### src/rtl/int_res_arbiter.sv
// Round-robin, burst-locked arbiter sharing int_res_mem's single read/write port pair; grant lands one IDLE cycle after a request.
// A transfer is combinational with the owner's valid; non-owners see req_ready low; read data returns READ_LATENCY cycles later, routed by tag.
module int_res_arbiter #(
  parameter int NUM_REQ      = 4,
  parameter int ADDR_W       = 16,
  parameter int DATA_W       = 32,
  parameter int READ_LATENCY = 2,
  parameter int MAX_BURST    = 16
) (
  input  logic                      clk,
  input  logic                      rst,
  input  logic [NUM_REQ-1:0]        req_valid,
  input  logic [NUM_REQ-1:0]        req_write,
  input  logic [NUM_REQ-1:0]        req_last,
  input  logic [NUM_REQ-1:0]        req_width,
  input  logic [NUM_REQ*ADDR_W-1:0] req_addr,
  input  logic [NUM_REQ*DATA_W-1:0] req_data,
  output logic [NUM_REQ-1:0]        req_ready,
  output logic [NUM_REQ-1:0]        rsp_valid,
  output logic [DATA_W-1:0]         rsp_data,
  output logic                      mem_chip_en,
  output logic                      mem_read_en,
  output logic [ADDR_W-1:0]         mem_read_addr,
  output logic                      mem_read_width,
  input  logic [DATA_W-1:0]         mem_read_data,
  output logic                      mem_write_en,
  output logic [ADDR_W-1:0]         mem_write_addr,
  output logic                      mem_write_width,
  output logic [DATA_W-1:0]         mem_write_data
);

  localparam int OW = (NUM_REQ > 1) ? $clog2(NUM_REQ) : 1;
  localparam int CW = (MAX_BURST > 1) ? $clog2(MAX_BURST) : 1;
  localparam logic [CW-1:0] CNT_LAST = CW'(MAX_BURST - 1);
  localparam logic [OW-1:0] IDX_LAST = OW'(NUM_REQ - 1);

  typedef enum logic {
    IDLE   = 1'b0,
    LOCKED = 1'b1
  } state_t;

  typedef struct packed {
    logic          vld;
    logic [OW-1:0] tag;
  } rd_tag_t;

  state_t            state_q, state_d;
  logic [OW-1:0]     owner_q, owner_d;
  logic [OW-1:0]     rr_ptr_q, rr_ptr_d;
  logic [CW-1:0]     burst_cnt_q, burst_cnt_d;
  logic [OW-1:0]     cand;
  logic [OW-1:0]     pick_idx;
  logic              pick_vld;
  logic [OW-1:0]     owner_inc;
  rd_tag_t           tag_pipe_q [READ_LATENCY];
  rd_tag_t           tag_tail;

  logic [ADDR_W-1:0] addr_arr [NUM_REQ];
  logic [DATA_W-1:0] data_arr [NUM_REQ];
  logic              own_vld;
  logic              own_write;
  logic              own_last;
  logic              own_width;
  logic [ADDR_W-1:0] own_addr;
  logic [DATA_W-1:0] own_data;
  logic              xfer;
  logic              rel_burst;

  for (genvar g = 0; g < NUM_REQ; g++) begin : g_unpack
    assign addr_arr[g] = req_addr[g*ADDR_W +: ADDR_W];
    assign data_arr[g] = req_data[g*DATA_W +: DATA_W];
  end

  // Walk offsets from the far end so the candidate closest to rr_ptr wins.
  always_comb begin
    pick_vld = 1'b0;
    pick_idx = rr_ptr_q;
    cand     = '0;
    for (int i = NUM_REQ - 1; i >= 0; i--) begin
      cand = OW'((int'(rr_ptr_q) + i) % NUM_REQ);
      if (req_valid[cand]) begin
        pick_vld = 1'b1;
        pick_idx = cand;
      end
    end
  end

  assign own_vld   = req_valid[owner_q];
  assign own_write = req_write[owner_q];
  assign own_last  = req_last[owner_q];
  assign own_width = req_width[owner_q];
  assign own_addr  = addr_arr[owner_q];
  assign own_data  = data_arr[owner_q];

  assign owner_inc = (owner_q == IDX_LAST) ? '0 : owner_q + 1'b1;
  assign xfer      = (state_q == LOCKED) & own_vld;
  assign rel_burst = xfer & (own_last | (burst_cnt_q == CNT_LAST));

  always_ff @(posedge clk or posedge rst) begin
    if (rst) begin
      state_q     <= IDLE;
      owner_q     <= '0;
      rr_ptr_q    <= '0;
      burst_cnt_q <= '0;
    end else begin
      state_q     <= state_d;
      owner_q     <= owner_d;
      rr_ptr_q    <= rr_ptr_d;
      burst_cnt_q <= burst_cnt_d;
    end
  end

  always_comb begin
    state_d     = state_q;
    owner_d     = owner_q;
    rr_ptr_d    = rr_ptr_q;
    burst_cnt_d = burst_cnt_q;
    case (state_q)
      IDLE: begin
        if (pick_vld) begin
          owner_d = pick_idx;
          state_d = LOCKED;
        end
      end
      LOCKED: begin
        // An idle owner keeps the lock; only a completed transfer can release it.
        if (rel_burst) begin
          state_d     = IDLE;
          rr_ptr_d    = owner_inc;
          burst_cnt_d = '0;
        end else if (xfer) begin
          burst_cnt_d = burst_cnt_q + 1'b1;
        end
      end
      default: state_d = IDLE;
    endcase
  end

  always_comb begin
    req_ready       = '0;
    mem_read_en     = 1'b0;
    mem_read_addr   = '0;
    mem_read_width  = 1'b0;
    mem_write_en    = 1'b0;
    mem_write_addr  = '0;
    mem_write_width = 1'b0;
    mem_write_data  = '0;
    mem_chip_en     = (state_q == LOCKED) | (|req_valid);
    if (state_q == LOCKED) begin
      req_ready[owner_q] = 1'b1;
      if (own_vld) begin
        if (own_write) begin
          mem_write_en    = 1'b1;
          mem_write_addr  = own_addr;
          mem_write_width = own_width;
          mem_write_data  = own_data;
        end else begin
          mem_read_en    = 1'b1;
          mem_read_addr  = own_addr;
          mem_read_width = own_width;
        end
      end
    end
  end

  // Tags ride alongside the memory's read latency so responses survive a handover.
  always_ff @(posedge clk or posedge rst) begin
    if (rst) begin
      for (int i = 0; i < READ_LATENCY; i++) begin
        tag_pipe_q[i] <= '0;
      end
    end else begin
      tag_pipe_q[0] <= '{vld: mem_read_en, tag: owner_q};
      for (int i = 1; i < READ_LATENCY; i++) begin
        tag_pipe_q[i] <= tag_pipe_q[i-1];
      end
    end
  end

  assign tag_tail = tag_pipe_q[READ_LATENCY-1];

  always_comb begin
    rsp_valid = '0;
    rsp_data  = '0;
    if (tag_tail.vld) begin
      rsp_valid[tag_tail.tag] = 1'b1;
      rsp_data                = mem_read_data;
    end
  end

endmodule

### config.mk
export PLATFORM = sky130hd
export DESIGN_NAME = int_res_arbiter
export DESIGN_NICKNAME = d
export VERILOG_FILES = /design/src/rtl/int_res_arbiter.sv
export SDC_FILE = /design/constraint.sdc
export NUM_CORES = 1
export LEC_CHECK = 0
export ABC_AREA = 1
export CAP_MARGIN = 20
export CORE_AREA = 5 5 133 135
export DETAILED_ROUTE_END_ITERATION = 8
export DIE_AREA = 0 0 138 140
export PLACE_DENSITY_LB_ADDON = 0.15
export SYNTH_ARGS = -nofsm -noshare
export SYNTH_HDL_FRONTEND = slang
export SYNTH_SLANG_ARGS = --single-unit
### constraint.sdc
create_clock -name clk -period 1.7 [get_ports clk]
set_clock_uncertainty 0.1 [all_clocks]
set_input_delay 0.255 -clock clk [delete_from_list [all_inputs] [get_ports clk]]
set_output_delay 0.255 -clock clk [all_outputs]
set_load 0.05 [all_outputs]
==> results.yml <==
status:
  status: "finished with violations"
  violations: "setup timing"
die:
  core_sq_um: 16300
  rows: 47
  die_area_sq_um: 19300
  die_w_microns: 138
  initial_utilization_pct: 18.9
  die_h_microns: 140
  ios: 351
final_layout:
  layout_common_cells: "clkdlybuf4s50_1 (239), nor2_1 (132), nand2_1 (127), buf_12 (114), o21ai_0 (67)"
  seqCellArea_sq_um: 380
  fillers: 1536
  final_area_sq_um: 9150
  area_growth_pct: 196
  multiInputGateArea_sq_um: 2950
  drive_gt1_share_pct: 28.7
  nets: 1210
  n_antenna_cell: 0
  layout_commonest_cell: "clkdlybuf4s50_1"
  fin_util_pct: 56.0
yosys:
  synth.avg_cell_area_sq_um: 5.17
  synth_seq_cells: 15
  yosysTopAreaCell: "nor2_1"
  syn-num-nets: 846
  synthTopCellsByArea: "nor2_1 (19%), nand2_1 (16%), dfrtp_1 (12%)"
  synth.cell_area_sq_um: 3090
  ys_warn_count: 0
  ys_types: 31
  synth_top_area_share_pct: 19.0
  ys_seq_area_share_pct: 12.1
  synth_cells: 599
global_route:
  grt_use_total_pct: 19.4
  grt_pass1_vias: 5317
  grt_pass1_wl_microns: 30100
  grt_start_max_net_pins: 42
  grt_overflow: 0
  antenna_found_initial: 0
route:
  drt_iter0_drc: 220
  route.detailed.drc: 0
  routed_wl_microns: 20100
  wl_per_cell_microns: 17.0
  dr.pass1.iters: 5
  vias: 5269
  viasPerCell: 4.46
  antenna_left: 0
critical_path:
  crit_path_end_kind: "primary output"
  cp_max_fo: 9
  critical_path_arrival_ps: 1940
  worstPathRequired_ps: 1340
  path_class: "flop to primary output"
  critPathLaunchType: "flop"
place:
  globalplace.congestion: 0.877
  post-dp-hpwl_microns: 16800
  postPlaceCellArea_sq_um: 8710
  io_buffers: 350
timing:
  rsz0062_at_grt: "true"
  finalWorstSetupSlack_ps: -595
  max_freq_ghz: 0.436
  max_slew_margin_pct: 59.8
  worst_pin_slew_ps: 597
  setup_viol: 78
  fin_crit_sh_pct: 135
  finalHoldViolCount: 0
  slew_violations: 0
  fin_hold_ws_ps: 171
  fin_crit_ps: 2300
clock_tree:
  cts.sinks: 15
  numCtsBuffers: 3
  cts_hold_buf: 0
  clkTransAtPathRegs_ps: 50
  root_buffer: "clkbuf_16"
  cts_max_path_buffers: 2
  cts_max_level: 1
  clock_latency_ps: 240
  cts_tree: "yes"
pwr:
  p_leak_nw: 3.83
  vdd_drop_max_v: 0.00112
  power_density_nw_per_um2: 1800
job:
  cap_violations: 0
worst_hold_path:
  hold_path.class: "input port to async pin"
sequential cells by signal, summed over array words and instances, names as in the netlist:
register	flops
burst_cnt_q	4
owner_q	2
rr_ptr_q	2
state_q	1
tag_pipe_q	6
layer usage:
layer,GRT usage [%],vias to the layer above,part of all wire [%]
met1,21.2,2362,37
li1,-,2638,-
met4,4.73,0,2.0
met5,0,-,0
met3,5.56,24,8.4
met2,36.8,245,52
through the flow:
stage | setup slack [ps] | instances | TNS, ps | total power [W]
floorplan | -518 | 599 | -21100 | 0.00924
global placement | -509 | 1165 | -34000 | 0.0151
detailed placement | -542 | 1165 | -35730 | 0.0152
CTS | -607 | 1178 | -39070 | 0.0163
global route | -648 | 1182 | -43210 | 0.0174
finish | -595 | 1182 | -37900 | 0.0164
Yosys cell counts:
cell type,n
a21oi_1,49
nor2_1,157
inv_4,1
nor2_4,1
o22ai_4,1
nand2_2,1
inv_2,3
buf_1,4
inv_1,55
nand2_4,1
o21a_1,1
nor3_1,5
clkbuf_1,12
nand4_1,2
buf_6,7
o21ai_0,72
o21ai_2,2
nand3_1,12
nor2_2,11
buf_2,21
o21ai_1,1
a31oi_1,1
a21oi_2,3
a32o_1,17
dfrtp_1,15
a22oi_1,1
o31ai_1,1
nand2_1,135
a21oi_4,1
buf_4,1
ha_1,5
cell type report:
type,instances,area share (%)
multi-input cells,480,32.2
well taps,220,3.01
clock inverters,1,0.0547
inverters,59,2.67
repair buffers,404,57.1
clock buffers,3,0.820
flip-flops and latches,15,4.16
power breakdown:
part | switching [W] | internal (W) | leakage [nW]
clock network | 0.000143 | 0.000314 | 0.0409
registers | 0.000192 | 0.000531 | 0.182
logic | 0.00870 | 0.00655 | 3.61
total | 0.00904 | 0.00740 | 3.83
cell families after synthesis:
group | synth area share (%)
flip-flops | 12.1
buffers and inverters | 15.4
AO/OA/AOI/OAI | 28.8
adder cells (fa/ha/maj) | 2.02
AND/OR/NAND/NOR | 41.7
repair_timing:
action	4_1_cts	5_1_grt
setup endpoints to repair	80	80
pin swaps	6	1
setup buffers	9	2
gates cloned	2	2
gates resized for setup	48	11
path summary, 6_finish.rpt:
| path | start | end | slack (ps) | depth (start not counted) |
|---|---|---|---|---|
| hold / removal | rst | burst_cnt_q[2]$_DFFE_PP0P_ | 170 | 2 |
| min in group clk | tag_pipe_q[4]$_DFF_PP0_ | tag_pipe_q[1]$_DFF_PP0_ | 240 | 0 |
| hold reg to reg | tag_pipe_q[4]$_DFF_PP0_ | tag_pipe_q[1]$_DFF_PP0_ | 240 | 0 |
| setup / recovery | owner_q[0]$_DFFE_PP0P_ | mem_write_data[9] | -600 | 7 |
| setup reg to reg | owner_q[0]$_DFFE_PP0P_ | rr_ptr_q[0]$_DFFE_PP0P_ | -90 | 10 |
| max in group asynchronous | rst | tag_pipe_q[1]$_DFF_PP0_ | 920 | 3 |
critical path: stages (launching register included):
cell and delay (ps):
dfrtp_4 550, a21oi_4 170, o21ai_4 80, a21oi_4 220, nand2_8 130, clkbuf_16 230
a21oi_4 150, buf_12 150
(Power assumes the default switching activity.)
